--- config.mk ---
export PLATFORM = sky130hd
export DESIGN_NAME = apb_regbank
export DESIGN_NICKNAME = d
export VERILOG_FILES = /design/src/rtl/apb_regbank.sv
export SDC_FILE = /design/constraint.sdc
export NUM_CORES = 1
export LEC_CHECK = 0
export CAP_MARGIN = 20
export CORE_MARGIN = 3
export CORE_UTILIZATION = 50
export CTS_CLUSTER_SIZE = 10
export DETAILED_ROUTE_END_ITERATION = 16
export MAX_ROUTING_LAYER = met4
export PLACE_DENSITY_LB_ADDON = 0.1
export SETUP_SLACK_MARGIN = 0.3
export SYNTH_ARGS = -nofsm -noshare
export SYNTH_HDL_FRONTEND = slang
export SYNTH_SLANG_ARGS = --single-unit
--- constraint.sdc ---
create_clock -name PCLK -period 19.1 [get_ports PCLK]
set_clock_uncertainty 0.2 [all_clocks]
set_input_delay 3.82 -clock PCLK [delete_from_list [all_inputs] [get_ports PCLK]]
set_output_delay 3.82 -clock PCLK [all_outputs]
set_load 0.02 [all_outputs]
--- src/rtl/apb_regbank.sv ---
// APB register bank: ID register at index 0, read/write registers above it, optional wait states.
// Define APB_REGBANK_PROT_EN to add PPROT and reject unprivileged accesses.
module apb_regbank #(
   parameter int          DATA_W      = 32,
   parameter int          ADDR_W      = 12,
   parameter int          NUM_REGS    = 16,
   parameter int          WAIT_STATES = 0,
   parameter logic [31:0] ID_VALUE    = 32'hA9B0_0001
) (
   input  logic              PCLK,
   input  logic              PRESET,
`ifdef APB_REGBANK_PROT_EN
   input  logic [2:0]        PPROT,
`endif
   input  logic              PSEL,
   input  logic              PENABLE,
   input  logic              PWRITE,
   input  logic [ADDR_W-1:0] PADDR,
   input  logic [DATA_W-1:0] PWDATA,
   input  logic [DATA_W/8-1:0] PSTRB,
   output logic [DATA_W-1:0] PRDATA,
   output logic              PREADY,
   output logic              PSLVERR
);

   localparam int                NB = DATA_W / 8;
   localparam int                IW = (NUM_REGS > 1) ? $clog2(NUM_REGS) : 1;
   localparam logic [3:0]        WS = 4'(WAIT_STATES);
   localparam logic [DATA_W-1:0] ID = DATA_W'(ID_VALUE);

   typedef enum logic [1:0] {IDLE, SETUP, ACCESS} state_t;

   state_t            state, nxt;
   logic [3:0]        cnt;
   logic [DATA_W-1:0] regs [NUM_REGS];
   logic [ADDR_W-3:0] idx;
   logic [IW-1:0]     ridx;
   logic              priv, err, wr_ok;

`ifdef APB_REGBANK_PROT_EN
   logic unused_prot;
   assign unused_prot = ^PPROT[2:1];
   assign priv        = PPROT[0];
`else
   assign priv = 1'b1;
`endif

   assign idx  = PADDR[ADDR_W-1:2];
   assign ridx = idx[IW-1:0];

   always_ff @(posedge PCLK or posedge PRESET) begin
      if (PRESET) state <= IDLE;
      else        state <= nxt;
   end

   always_comb begin
      nxt = state;
      case (state)
         IDLE:    if (PSEL && !PENABLE) nxt = SETUP;
         SETUP:   nxt = PSEL ? ACCESS : IDLE;
         ACCESS:  if (!PSEL || PREADY) nxt = IDLE;
         default: nxt = IDLE;
      endcase
   end

   // Counter is zero except while an access stays in ACCESS, so SETUP entry always sees 0.
   always_ff @(posedge PCLK or posedge PRESET) begin
      if (PRESET) cnt <= 4'd0;
      else        cnt <= (state == ACCESS && nxt == ACCESS) ? cnt + 4'd1 : 4'd0;
   end

   // Gating on PSEL keeps a dropped select from completing (and writing) on the final cycle.
   assign PREADY  = (state == ACCESS) && PSEL && (cnt == WS);
   assign err     = (PADDR[1:0] != 2'b00) || (32'(idx) >= NUM_REGS) ||
                    (PWRITE && idx == '0) || !priv;
   assign PSLVERR = PREADY && err;
   assign wr_ok   = PREADY && PWRITE && !err;

   always_comb begin
      PRDATA = '0;
      if (PREADY && !PWRITE && !err)
         PRDATA = (idx == '0) ? ID : regs[ridx];
   end

   always_ff @(posedge PCLK or posedge PRESET) begin
      if (PRESET) begin
         for (int r = 0; r < NUM_REGS; r++) regs[r] <= '0;
      end else if (wr_ok) begin
         for (int b = 0; b < NB; b++)
            if (PSTRB[b]) regs[ridx][8*b +: 8] <= PWDATA[8*b +: 8];
      end
   end

endmodule

==> qor.csv <==
metric,value,unit
status,"complete, no violations",
CTS tree,built,
via/cell ratio,6.15,
CP endpoint kind,primary output,
Max-Cap Viols,0,
post-CTS sizing,0,
Core ar.,45900,um2
ys flop type,dfrtp_1,
Layout fillers,3599,
area grow syn2layout,12.0,%
"Setup Fix Bufs, Post-CTS",0,
drt total wl,55200,um
root buf cell,clkbuf_16,
maximum fanout along the worst path,25,
DR vias,13000,
DRC,0,
CP startpoint,PADDR[4],
crit path to,PRDATA[19],
DRT Pass-1 Iters,5,
"Slew Viols, Final",0,
worst skew pair latency,600,ps
most frequent cells in the layout,"dfrtp_1 (518), mux2_2 (480), mux4_2 (128)",
"Hold Vio Cnt, Final",0,
CP required,15080,ps
Critical R2R Capture,regs[461],
FF-to-FF Start,cnt[0],
reg2reg path depth,7,
initial antenna violation count,0,
Avg Synthesized Cell Area,15.9,um2
Mapped Cells,1478,
# IOs,87,
initial drt markers,817,
Post-CTS Hold Buffers,0,
die span in y,223,um
ANT nets after route,0,
die width,223,um
Cell variety after synth,38,
reg2reg setup slack,15840,ps
Starting Density,51.2,%
die area,49600,um2
maximum vdd drop,0.0662,mV
fin crit share,58.3,%
layout net count,1566,
Setup TNS,0,ps
Worst-path clk slew,50,ps
Synth Area in Adders,0.107,%
syn nets,1533,
simple-gate share of the synthesized area,3.87,%
hpwl dp,33300,um
vias in the first global route,14200,
setup violators final,0,
mapped cell area,23500,um2
Lkg Pwr,12.5,nW
worst min-delay path category,flop to flop,
grt total ovfl,0,
RSZ-0062 raised after global routing,no,
Final Power,2.17,mW
Site Rows,78,
Clock Tree Buf Depth,3,
CP Data Arrival Time,7110,ps
RePlAce Congestion,0.789,
Yosys Warn Count,0,
Power Density,82.4,nW/um2
pin count of the biggest net entering global routing,166,
placed insts,2050,
post-synthesis mux area share,36.0,%
first-pass GRT wire length,86700,um
ant diodes,0,
Final min period,11130,ps
worst slew pin tran,1180,ps
Worst setup SP type,input pin,
XOR/XNOR share of the synthesized area,0.0746,%
Final Non-Filler Cells,2118,
crit path kind,input pin to primary output,
H-tree levels,2,
layout cell share with drive strength beyond 1,47.4,%
Slew headroom,21.2,%
IO Port Bufs,86,
cts bufs inserted,58,
"Seq/Total Area, Yosys",55.2,%
post-synthesis compound-gate area fraction,2.42,%
"commonest non-fill, non-tap cell in the layout",dfrtp_1,
total track usage,23.5,%
fraction of registers with async set/reset,100,%
Post-synth EDFFs,0,
wire per inst,26.0,um
Fmax achieved,0.0898,GHz
Synth Register Bits,518,
# clock sinks,518,
largest family of logic cells by synthesized area,multiplexers,
area by class of cell:
class	instances	area, um2	share of cell area (%)
clock inverters	2	10.0	0.0380
well taps	600	751	2.85
inverters	5	26.3	0.0999
clock buffers	65	1560	5.94
multi-input cells	826	9980	37.9
flip-flops and latches	518	13000	49.3
repair buffers	102	1010	3.85
how the worst min path moves through the flow:
stage,startpoint,end,slack [ps],depth (start not counted)
detailed placement,regs[486],regs[486],160,0
finish,regs[491],regs[491],170,0
global placement,regs[487],regs[487],160,0
global route,regs[497],regs[497],180,0
floorplan,regs[480],regs[480],220,1
CTS,regs[488],regs[488],180,0
through the flow:
step / setup slack (ps) / util, % / instance area (um2) / hold slack, ps
floorplan: 610 / - / 23500 / 225
CTS: 7950 / 57.3 / 26300 / 176
detailed placement: 7940 / 53.9 / 24700 / 163
global placement: 8000 / 53.9 / 24700 / 160
global route: 7810 / 57.4 / 26300 / 179
finish: 7970 / 57.4 / 26300 / 170
where the power goes:
group | switching, mW | internal [mW]
clock network | 0.411 | 0.564
registers | 0.000229 | 1.10
logic | 0.0692 | 0.0258
total | 0.480 | 1.69
registers in the layout, summed over array words and instances, names as in the netlist:
signal / count
cnt: 4
regs: 512
state: 2
layer usage:
metal	share of wire [%]	GRT usage (%)	vias up
li1	-	-	5630
met1	45	32.2	7049
met2	48	36.7	257
met3	4.6	4.47	97
met4	2.3	5.66	0
met5	0	-	-
kinds of logic after synthesis:
| family | count (synthesis) |
|---|---|
| buf+inv | 134 |
| fa+ha+maj | 2 |
| simple gates | 115 |
| mux | 624 |
| xor+xnor | 2 |
| compound gates | 83 |
| flops | 518 |
cells in the mapped netlist (all sizes together) (2+ instances only):
cell	n	area, um2
dfrtp	518	13000
mux2	480	5410
mux4	128	2880
clkbuf	93	349
a22oi	48	360
nand3	37	185
buf	36	183
a21oi	26	130
nor4	20	410
nor2	17	68.8
mux2i	16	160
nand2	10	42.5
a221oi	8	70.1
nand4	7	43.8
inv	5	18.8
nand2b	4	25.0
and3	3	18.8
nor2b	3	18.8
nor3	3	15.0
and2	2	12.5
ha	2	25.0
nand3b	2	15.0
critical path: stages:
cell and delay, ps:
clkdlybuf4s50_1 1090, nor2b_4 1020, a22oi_1 240, a21oi_1 280
clkdlybuf4s50_1 650
No activity file was read; power rests on OpenSTA's default activity.
